$ cat src/rtl/ram_stream_reader.sv
// Streams a burst of bytes from a 4096x8 single-clock RAM through a 2-entry FIFO to a valid/ready consumer.
// Optional feature macro: RAM_STREAM_CHECKSUM_EN enables the running modulo-256 byte sum on checksum.
module ram_stream_reader (
  input  logic        clk,
  input  logic        rst_n,
  input  logic        start,
  input  logic [11:0] base_addr,
  input  logic [12:0] length,
  output logic [11:0] rd_addr,
  input  logic [7:0]  rd_data,
  output logic [7:0]  m_data,
  output logic        m_valid,
  input  logic        m_ready,
  output logic        busy,
  output logic        done,
  output logic [7:0]  checksum
);

  typedef enum logic [1:0] {IDLE, STREAM, DRAIN, FIN} state_t;

  state_t      state_q, state_d;
  logic [11:0] addr_q, addr_d;
  logic [12:0] remaining_q, remaining_d;
  logic        inflight_q, inflight_d;
  logic [1:0]  count_q, count_d;
  logic        wr_ptr_q, rd_ptr_q;
  logic [7:0]  fifo_q [2];
  logic        push, pop, issue;
  logic [2:0]  occupancy;

  assign rd_addr = addr_q;
  assign m_valid = (count_q != 2'd0);
  assign m_data  = fifo_q[rd_ptr_q];
  assign busy    = (state_q != IDLE);
  assign done    = (state_q == FIN);

  // A read is only issued if its data is guaranteed a FIFO slot on arrival,
  // counting entries already stored, the read in flight and this cycle's pop.
  always_comb begin
    pop         = m_valid && m_ready;
    push        = inflight_q;
    occupancy   = {1'b0, count_q} + {2'b00, inflight_q} - {2'b00, pop};
    issue       = (state_q == STREAM) && (remaining_q != 13'd0) && (occupancy < 3'd2);
    count_d     = count_q + {1'b0, push} - {1'b0, pop};
    inflight_d  = issue;
    addr_d      = addr_q;
    remaining_d = remaining_q;
    state_d     = state_q;
    case (state_q)
      IDLE: begin
        if (start) begin
          addr_d      = base_addr;
          remaining_d = length;
          if (length == 13'd0) state_d = FIN;
          else                 state_d = STREAM;
        end
      end
      STREAM: begin
        if (issue) begin
          addr_d      = addr_q + 12'd1;
          remaining_d = remaining_q - 13'd1;
          if (remaining_q == 13'd1) state_d = DRAIN;
        end
      end
      // Finish as soon as the last byte leaves, so done lands the cycle after it.
      DRAIN: begin
        if (!inflight_q && (count_d == 2'd0)) state_d = FIN;
      end
      FIN: state_d = IDLE;
      default: state_d = IDLE;
    endcase
  end

  always_ff @(posedge clk) begin
    if (!rst_n) begin
      state_q     <= IDLE;
      addr_q      <= 12'd0;
      remaining_q <= 13'd0;
      inflight_q  <= 1'b0;
      count_q     <= 2'd0;
      wr_ptr_q    <= 1'b0;
      rd_ptr_q    <= 1'b0;
      for (int i = 0; i < 2; i++) fifo_q[i] <= 8'd0;
    end else begin
      state_q     <= state_d;
      addr_q      <= addr_d;
      remaining_q <= remaining_d;
      inflight_q  <= inflight_d;
      count_q     <= count_d;
      wr_ptr_q    <= wr_ptr_q ^ push;
      rd_ptr_q    <= rd_ptr_q ^ pop;
      if (push) fifo_q[wr_ptr_q] <= rd_data;
    end
  end

`ifdef RAM_STREAM_CHECKSUM_EN
  logic [7:0] checksum_q, checksum_d;
  logic       accept;

  always_comb begin
    accept     = (state_q == IDLE) && start;
    checksum_d = checksum_q;
    if (accept)   checksum_d = 8'd0;
    else if (pop) checksum_d = checksum_q + m_data;
  end

  always_ff @(posedge clk) begin
    if (!rst_n) checksum_q <= 8'd0;
    else        checksum_q <= checksum_d;
  end

  assign checksum = checksum_q;
`else
  assign checksum = 8'h00;
`endif

endmodule

$ cat config.mk
export PLATFORM = sky130hd
export DESIGN_NAME = ram_stream_reader
export DESIGN_NICKNAME = d
export VERILOG_FILES = /design/src/rtl/ram_stream_reader.sv
export SDC_FILE = /design/constraint.sdc
export NUM_CORES = 1
export LEC_CHECK = 0
export CAP_MARGIN = 20
export CORE_ASPECT_RATIO = 1.75
export CORE_MARGIN = 3
export CORE_UTILIZATION = 40
export CTS_CLUSTER_DIAMETER = 50
export DETAILED_ROUTE_END_ITERATION = 7
export PLACE_DENSITY = 0.72
export REMOVE_ABC_BUFFERS = 1
export SLEW_MARGIN = 20
export SYNTH_ARGS = -nofsm -noshare
export SYNTH_HDL_FRONTEND = slang
export SYNTH_SLANG_ARGS = --single-unit
$ cat constraint.sdc
create_clock -name clk -period 4.46 [get_ports clk]
set_clock_uncertainty 0.05 [all_clocks]
set_input_delay 1.115 -clock clk [delete_from_list [all_inputs] [get_ports clk]]
set_output_delay 1.115 -clock clk [all_outputs]
set_load 0.02 [all_outputs]
==> Yosys cells after proc, flatten, opt, wreduce, memory -nomap -nowiden <==
Memories as Yosys holds them, arrays and structs flattened. A register that Yosys moved wholly into a read port is not among the register bits.
Index checks and enable logic that the tools add are counted.
W data, S select, Z words.
{ "op_classes": {"n_addsub": 6, "magnitude_cmp": 1, "eq_ne": 8, "mux": 20, "n_bitwise": 2, "n_reduce_logical": 15} }
{ "ops": {"columns": ["operator", "n"], "rows": [
  ["$mux W13", 2],
  ["$pmux W13 S2", 1],
  ["$mux W12", 2],
  ["$pmux W12 S2", 1],
  ["$eq A13 B1 Y1 const B", 1],
  ["$logic_not A13 Y1", 1],
  ["$reduce_bool A13 Y1", 1],
  ["$sub A13 B1 Y13 const B", 1],
  ["$add A12 B1 Y12 const B", 1],
  ["$mux W2", 5],
  ["$mux W8", 1],
  ["$pmux W2 S4", 1],
  ["$reduce_or A8 Y1", 1],
  ["$mux W1", 7],
  ["$ne A2 B2 Y1 const B", 3],
  ["$reduce_bool A2 Y1", 3],
  ["$eq A2 B2 Y1 const B", 2],
  ["$logic_and A1 B1 Y1", 4],
  ["$logic_not A2 Y1", 2],
  ["$reduce_and A4 Y1", 1],
  ["$add A2 B1 Y3", 1],
  ["$lt A3 B2 Y1 const B", 1],
  ["$reduce_and A3 Y1", 1],
  ["$sub A3 B1 Y3", 1],
  ["other kinds (6)", 7]
]} }
{ "word_totals": {"reg_bits": 32, "ramBits": 16, "memories": 1} }
{ "memory_table": {"columns": ["name", "words", "word_bits", "read_ports", "rd_ports_with_merged_regs", "write_ports", "line_no", "text"], "rows": [
  ["fifo_q", 2, 8, 1, 1, 2, "27", "logic [7:0] fifo_q [2];"]
]} }

==> Depth between registers and ports, before layout <==
Gate-level depths: netlist of the first run.
{ "logic_depth": {"depth_word": 7, "mapped_depth": 14, "depth_no_buf": 12} }

==> Worst setup path after synthesis of the first run <==
Ideal clock, no wire load.
{ "synth_timing": {"path_type": "in2reg", "from": "input port m_ready", "to": "register addr_q[11] (netlist: rd_addr[11])", "setup_ns": 0.092, "t_arrival_ns": 3.163, "required_time_ns": 4.318, "setup_slack_ns": 1.154, "cell_stages": 11, "n_path_buf": 2, "path_cell_list": "and2_1 ha_1 inv_1 ha_1 fa_1 xor2_1 nor2b_1 a41oi_2 buf_4 buf_2 o32ai_1"} }
{ "synth_between": {"elab_chain_cells": 6} }
{ "synth_rtl": {"columns": ["element", "line_no", "text"], "rows": [
  ["from (decl)", "13", "input logic m_ready,"],
  ["$logic_and A1 B1 Y1", "40", "pop = m_valid && m_ready;"],
  ["$sub A3 B1 Y3", "42", "occupancy = {1'b0, count_q} + {2'b00, inflight_q} - {2'b00, pop};"],
  ["$lt A3 B2 Y1", "43", "issue = (state_q == STREAM) && (remaining_q != 13'd0) && (occupancy < 3'd2);"],
  ["$logic_and A1 B1 Y1", "43", null],
  ["$ne A2 B2 Y1 (no line)", null, null],
  ["$reduce_and A3 Y1 (no line)", null, null],
  ["to (signal assigned)", "86", "addr_q <= addr_d;"],
  ["to (decl)", "22", "logic [11:0] addr_q, addr_d;"]
]} }
No other way between the ends.
A chain may end at the register's enable or synchronous reset.

==> Final worst setup path of the first run <==
{ "layout_timing": {"from": "input port m_ready", "to": "register remaining_q[2]"} }
{ "layout_between": {"elab_chain_cells": 6} }
{ "layout_rtl": {"columns": ["element", "line_no", "text"], "rows": [
  ["$logic_and A1 B1 Y1", "40", null],
  ["$sub A3 B1 Y3", "42", null],
  ["$lt A3 B2 Y1", "43", null],
  ["$logic_and A1 B1 Y1", "43", null],
  ["$ne A2 B2 Y1 (no line)", null, null],
  ["$reduce_and A3 Y1 (no line)", null, null],
  ["to (signal assigned)", "87", "remaining_q <= remaining_d;"],
  ["to (decl)", "23", "logic [12:0] remaining_q, remaining_d;"]
]} }
No other way between the ends.

==> results of run 1 <==
[sequential cells by signal, summed over array words and instances, names as in the netlist, named ones only]
name	cells
rd_addr	12
inflight_q	1
remaining_q	13
count_q	2
wr_ptr_q	1
state_q	2
rd_ptr_q	1
fifo_q	16
[critical path, stage by stage]
cell	delay [ns]
clkdlybuf4s50_1	0.39
and2_1	0.16
ha_1	0.27
inv_1	0.04
ha_1	0.18
fa_1	0.37
xor2_1	0.16
nor2b_1	0.16
a41oi_4	0.67
buf_4	0.28
a21oi_1	0.05
o32ai_1	0.15
[synth_stat cells (5+ instances only)]
cell | number | area share
dfxtp_1 | 33 | 0.23
nand2_1 | 26 | 0.034
nor2_1 | 22 | 0.028
and2_1 | 20 | 0.043
a21oi_1 | 19 | 0.033
inv_1 | 17 | 0.022
edfxtp_1 | 16 | 0.17
o32ai_1 | 14 | 0.042
clkbuf_1 | 13 | 0.017
nor2b_1 | 13 | 0.028
mux2i_1 | 12 | 0.041
buf_4 | 11 | 0.028
ha_1 | 10 | 0.043
mux2_2 | 9 | 0.035
nor3_1 | 8 | 0.014
nand3_1 | 7 | 0.012
nand2b_1 | 6 | 0.013
o21ai_0 | 6 | 0.010
a31oi_1 | 5 | 0.011
nand4_1 | 5 | 0.011
nor4_1 | 5 | 0.011
[final cells by class]
| cell class | instances | share of cell area |
|---|---|---|
| Multi-Input combinational cell | 234 | 0.4265 |
| Sequential cell | 49 | 0.3062 |
| Timing Repair Buffer | 67 | 0.1746 |
| Clock buffer | 7 | 0.03828 |
| Tap cell | 84 | 0.02821 |
| Inverter | 18 | 0.01813 |
| Clock inverter | 1 | 0.008059 |
[cell usage in the layout (no fill, tap or decap), drive strengths merged, types with 2 or more instances in the layout]
| cell type | instances |
|---|---|
| clkdlybuf4s50 | 59 |
| dfxtp | 33 |
| nand2 | 26 |
| nor2 | 22 |
| and2 | 20 |
| a21oi | 19 |
| inv | 17 |
| edfxtp | 16 |
| o32ai | 14 |
| nor2b | 13 |
| mux2i | 12 |
| ha | 10 |
| mux2 | 9 |
| nor3 | 8 |
| conb | 8 |
| buf | 8 |
| nand3 | 7 |
| clkbuf | 7 |
| nand2b | 6 |
| nor4 | 6 |
| o21ai | 6 |
| nand4 | 5 |
| a31oi | 5 |
| xnor2 | 3 |
| or3 | 3 |
| o31ai | 3 |
| o21a | 3 |
| a41oi | 3 |
| and3 | 2 |
| xor2 | 2 |
| nor3b | 2 |
| or4 | 2 |
| o22ai | 2 |
| a211o | 2 |
| o211ai | 2 |
[per-layer routing]
layer / vias up / share of wire / track usage / wire length (um)
met5: - / 0 / 0 / 0
met4: 0 / 0.019 / 0.05995 / 126
met3: 11 / 0.034 / 0.02365 / 226
met2: 59 / 0.56 / 0.3028 / 3673
met1: 1185 / 0.39 / 0.1794 / 2562
li1: 1248 / - / - / -
[worst max-delay path by stage]
stage             from                           to
2_1_floorplan  m_ready     rd_addr[10]$_SDFFE_PN0P_
3_3_place_gp   m_ready      rd_addr[6]$_SDFFE_PN0P_
6_report       m_ready  remaining_q[2]$_SDFFE_PN0P_
4_1_cts        m_ready  remaining_q[2]$_SDFFE_PN0P_
3_5_place_dp   m_ready  remaining_q[2]$_SDFFE_PN0P_
5_1_grt        m_ready      rd_addr[6]$_SDFFE_PN0P_
[power breakdown]
part,switching (W),internal (W),leakage (nW)
registers,0.000167,0.000611,0.436
clock network,0.000154,0.000280,0.0841
logic,0.000764,0.000630,0.890
[per-stage QoR]
stage	total power, W	cells
after floorplan	0.001707	301
after global placement	0.002140	452
after detailed placement	0.002180	452
after CTS	0.002623	460
after global routing	0.002809	460
final	0.002607	460
[kinds of logic (layout without fill, tap and decap cells)]
| family | count (synthesis) | after routing | synth area share |
|---|---|---|---|
| mux | 21 | 21 | 0.07610 |
| flops | 49 | 49 | 0.3921 |
| other cells | 1 | 8 | 0.001289 |
| fa+ha+maj | 11 | 11 | 0.04987 |
| compound gates | 65 | 65 | 0.1574 |
| xor+xnor | 5 | 5 | 0.01505 |
| buf+inv | 45 | 93 | 0.07567 |
| simple gates | 124 | 124 | 0.2326 |
==> impl_metrics.json, run 1 <==
{
  "hold_path.class": "flop to flop",
  "min_period_over_period": 0.8659,
  "maxSlewHeadroom": 0.4940,
  "setup_viol": 0,
  "rsz0062_at_grt": "no",
  "async_reset_ff_frac": 0,
  "seqCellArea_sq_um": 1141,
  "syn_inst": 321,
  "reg2regPathDepth": 13,
  "avgSynthCellArea_sq_um": 9.066,
  "globalRoute.totalOverflow": 0,
  "min_to": "remaining_q[11]$_SDFFE_PN0P_",
  "ant_nets": 0,
  "preCtsSetupSlack_ns": 0.2747,
  "synthFlopType": "dfxtp_1",
  "post-route-drc-count": 0,
  "ys_seq_area_frac": 0.3921,
  "rrSetupSlack_ns": 1.30,
  "nets": 423,
  "multi_input_area_sq_um": 1589,
  "yosysWarnings": 0,
  "cts_root_buf": "clkbuf_16",
  "grt_max_degree": 61,
  "cp_max_fo": 26,
  "cts_buffers": 5,
  "n_antenna_cell": 0,
  "routed-via-count": 2503,
  "whs_ns": 0.4376,
  "cp.arrival_ns": 4.00,
  "cts_setup_buffers": 0,
  "cts_max_level": 2,
  "p_leak_nw": 1.410,
  "fp.dieH_um": 118.8,
  "antenna_found_initial": 0,
  "max_cap_viol_count": 0,
  "die_w_um": 70.48,
  "hold_buffers": 0,
  "drt_pre_antenna_iters": 5,
  "routed_wl_um": 6588,
  "ios": 68,
  "peakVddDrop_v": 0.0003098,
  "status": "finished clean",
  "grt_usage": 0.1618,
  "endpoint_kind": "flop",
  "cts_sinks": 49,
  "areaGrowthSynthToFinish_pct": 28.03,
  "drive_gt1_frac": 0.07713,
  "port_buffers": 59,
  "start_util": 0.4183,
  "clkTransAtPathRegs_ns": 0.06,
  "rows": 40,
  "crit_required_ns": 4.60,
  "ys_types": 48,
  "grt_pass1_wl_um": 11180,
  "clock_latency_ns": 0.29,
  "fin_ws_ns": 0.5982,
  "die_area_sq_um": 8376,
  "slew_viol_final": 0,
  "timing.rr.end": "remaining_q[2]$_SDFFE_PN0P_",
  "worstMarginPinSlew_ns": 0.7566,
  "hold_violations": 0,
  "tritoncts": "yes",
  "synth_edf_count": 16,
  "fmax_ghz": 0.2590,
  "wl_per_cell_um": 14.32,
  "layout.core_utilization": 0.5356,
  "path_class": "input pin to flop",
  "dp_hpwl_um": 4934,
  "drt_iter0_markers": 115,
  "n_fill_cell": 672,
  "mappedNetlistArea_sq_um": 2910,
  "clock_path_buffers": 2,
  "hold_depth": 2,
  "final_area_sq_um": 3726,
  "cellPowerDensity_nw_per_um2": 699.6,
  "startpoint_type": "input pin",
  "holdCritStartpoint": "remaining_q[11]$_SDFFE_PN0P_",
  "period_minus_slack_ns": 3.862,
  "grt_pass1_vias": 2450,
  "final.setup.tns_ns": 0,
  "routabilityCongestion": 0.7873,
  "worstReg2RegStart": "count_q[1]$_SDFF_PN0_",
  "synth-seq-cells": 49,
  "dpl_cell_area_sq_um": 3553,
  "core_area_sq_um": 6957,
  "vias_per_cell": 5.441,
  "ctsResizeCount": 0
}
No activity file was read; power rests on OpenSTA's default activity.
==> inputs of run 2 (changes only) <==
CAP_MARGIN = not set   (was 20)
==> results of run 2 <==
The final DEF is identical to that of run 1; final timing and power are the same.
==> inputs of run 3 (changes only) <==
CORE_UTILIZATION = 35   (was 40)
PLACE_DENSITY = 0.65   (was 0.72)
==> run 3 against run 2 <==
- sequential share of layout area is 0.33 points higher
- total power decreased by 4.0%
- via count fell by 1.9%
- count of clock-buffer cells in the layout is 2 lower
- routed wire length is 0.83% lower
- sequential power shrank 0.8%
- largest power group unchanged
- core utilization fell by 7.6 points
- global-route usage shrank 1.9 points
- combinational power barely moved
- largest cell class unchanged
- cell count increased by 0.43%
- final area shrank 1.1%
- register-to-register slack gained 0.18 ns
==> impl_metrics.json, run 3 (synthesized netlist as in run 1, its figures left out) <==
{
  "antenna_found_initial": 0,
  "path_cells": "clkdlybuf4s50_1 > and2_1 > ha_1 > inv_1 > ha_1 > fa_1 > xor2_1 > nor2b_1 > a41oi_4 > buf_12 > or3_1 > a21oi_1",
  "holdCritStartpoint": "remaining_q[11]$_SDFFE_PN0P_",
  "rows": 43,
  "drt_pre_antenna_iters": 4,
  "die_w_um": 74.93,
  "mostFrequentLayoutCells": "clkdlybuf4s50_1, dfxtp_1, nand2_1",
  "drive_gt1_frac": 0.06989,
  "startpoint_type": "input pin",
  "timing.rr.end": "rd_addr[0]$_SDFFE_PN0P_",
  "path_class": "input pin to flop",
  "layout_commonest_cell": "clkdlybuf4s50_1",
  "post-route-drc-count": 0,
  "period_minus_slack_ns": 3.683,
  "worstSetupStartpoint": "m_ready",
  "core_area_sq_um": 8016,
  "clkTransAtPathRegs_ns": 0.06,
  "worstMarginPinSlew_ns": 0.7422,
  "status": "finished clean",
  "max_cap_viol_count": 0,
  "clkPwrFrac": 0.146,
  "largest_reg_flops": 16,
  "cts_max_level": 2,
  "final.setup.tns_ns": 0,
  "clock_path_buffers": 2,
  "min_to": "remaining_q[11]$_SDFFE_PN0P_",
  "n_fill_cell": 797,
  "swShare": 0.4274,
  "intPower_w": 0.001433,
  "p_leak_nw": 1.382,
  "peakVddDrop_v": 0.0003366,
  "setup_viol": 0,
  "ctsResizeCount": 0,
  "wl_per_cell_um": 14.14,
  "maxSlewHeadroom": 0.5019,
  "cts_buffers": 5,
  "rsz0062_at_grt": "no",
  "grt_usage": 0.1431,
  "port_buffers": 59,
  "cp_max_fo": 49,
  "grt_pass1_vias": 2315,
  "regMostFlops": "fifo_q",
  "clock_latency_ns": 0.29,
  "hold_depth": 2,
  "n_antenna_cell": 0,
  "cp.arrival_ns": 3.85,
  "p_switching_w": 0.001070,
  "cpLargestDelayFamily": "adder cells",
  "vias_per_cell": 5.314,
  "nets": 419,
  "slew_viol_final": 0,
  "grt_max_degree": 50,
  "hold_violations": 0,
  "routed-via-count": 2455,
  "dp_hpwl_um": 4946,
  "worstReg2RegStart": "count_q[1]$_SDFF_PN0_",
  "hold_path.class": "flop to flop",
  "reg2regPathDepth": 13,
  "cts_setup_buffers": 0,
  "slowest_stage": "clkdlybuf4s50_1",
  "fp.dieH_um": 126.6,
  "ant_nets": 0,
  "globalRoute.totalOverflow": 0,
  "tritoncts": "yes",
  "hold_buffers": 0,
  "cellPowerDensity_nw_per_um2": 679.1,
  "die_area_sq_um": 9488,
  "areaGrowthSynthToFinish_pct": 26.66,
  "cts_root_buf": "clkbuf_16",
  "max_stage_delay_ns": 0.39,
  "path_buf_inv": 3,
  "routabilityCongestion": 0.7704,
  "grt_pass1_wl_um": 10830,
  "crit_required_ns": 4.63,
  "rrSetupSlack_ns": 1.48,
  "min_period_over_period": 0.8257,
  "drt_iter0_markers": 82,
  "routed_wl_um": 6533,
  "whs_ns": 0.4168,
  "ios": 68,
  "start_util": 0.3630,
  "fmax_ghz": 0.2715,
  "crit_top_cell": "ha_1",
  "endpoint_kind": "flop",
  "cts_sinks": 49,
  "pwr-share-seq": 0.308,
  "combPwrFrac": 0.546
}
## run 3: cell types whose count changed in the layout (fill, tap and decap cells not counted), sizes merged
cell	previous run	this run
clkinvlp	0	1
buf	8	4
bufinv	1	0
clkinv	1	3
clkbuf	7	5
## run 3: stage by stage
stage / std cells / instance area (sq um) / total power (W) / setup WS [ns] / utilization
after floorplan: 301 / 2784 / 0.001707 / 0.3667 / -
after global placement: 454 / 3543 / 0.002128 / 0.5213 / 0.4420
after detailed placement: 454 / 3543 / 0.002158 / 0.4858 / 0.4420
after CTS: 462 / 3686 / 0.002529 / 0.7712 / 0.4598
after global routing: 462 / 3686 / 0.002727 / 0.5893 / 0.4598
final: 462 / 3686 / 0.002503 / 0.7774 / 0.4598
## run 3: layout make-up
| cell class | instances | area, sq um | share of cell area |
|---|---|---|---|
| Clock buffer | 5 | 125.1 | 0.03394 |
| Multi-Input combinational cell | 234 | 1589 | 0.4311 |
| Inverter | 18 | 67.56 | 0.01833 |
| Timing Repair Buffer | 63 | 633.1 | 0.1718 |
| Tap cell | 90 | 112.6 | 0.03055 |
| Sequential cell | 49 | 1141 | 0.3096 |
| Clock inverter | 3 | 17.52 | 0.004752 |
## run 3: worst min-delay path, cell delays in order (launching register included)
cell and delay [ns]:
dfxtp_1 0.31, nand2_1 0.05, o32ai_1 0.05
## run 3: per-layer routing
metal,global-route usage,vias up,share of wire
li1,-,1232,-
met1,0.1607,1161,0.38
met2,0.2610,54,0.57
met3,0.02141,8,0.032
met4,0.05136,0,0.017
met5,0,-,0
## run 3: power by group through the flow
stage,registers [W],logic (W),clock network (W)
floorplan,0.000796,0.000911,0
global placement,0.000778,0.00135,0
detailed placement,0.000783,0.00138,0
CTS,0.000774,0.00138,0.000376
global route,0.000798,0.00153,0.000400
finish,0.000772,0.00137,0.000365
## run 3: worst max-delay path by stage
| stage | end | slack, ns | cells after the start |
|---|---|---|---|
| 6_report | rd_addr[0]$_SDFFE_PN0P_ | 0.78 | 12 |
| 5_1_grt | rd_addr[0]$_SDFFE_PN0P_ | 0.59 | 12 |
| 4_1_cts | rd_addr[0]$_SDFFE_PN0P_ | 0.77 | 12 |
| 3_5_place_dp | rd_addr[0]$_SDFFE_PN0P_ | 0.49 | 12 |
| 3_3_place_gp | rd_addr[0]$_SDFFE_PN0P_ | 0.52 | 12 |
| 2_1_floorplan | rd_addr[10]$_SDFFE_PN0P_ | 0.37 | 10 |
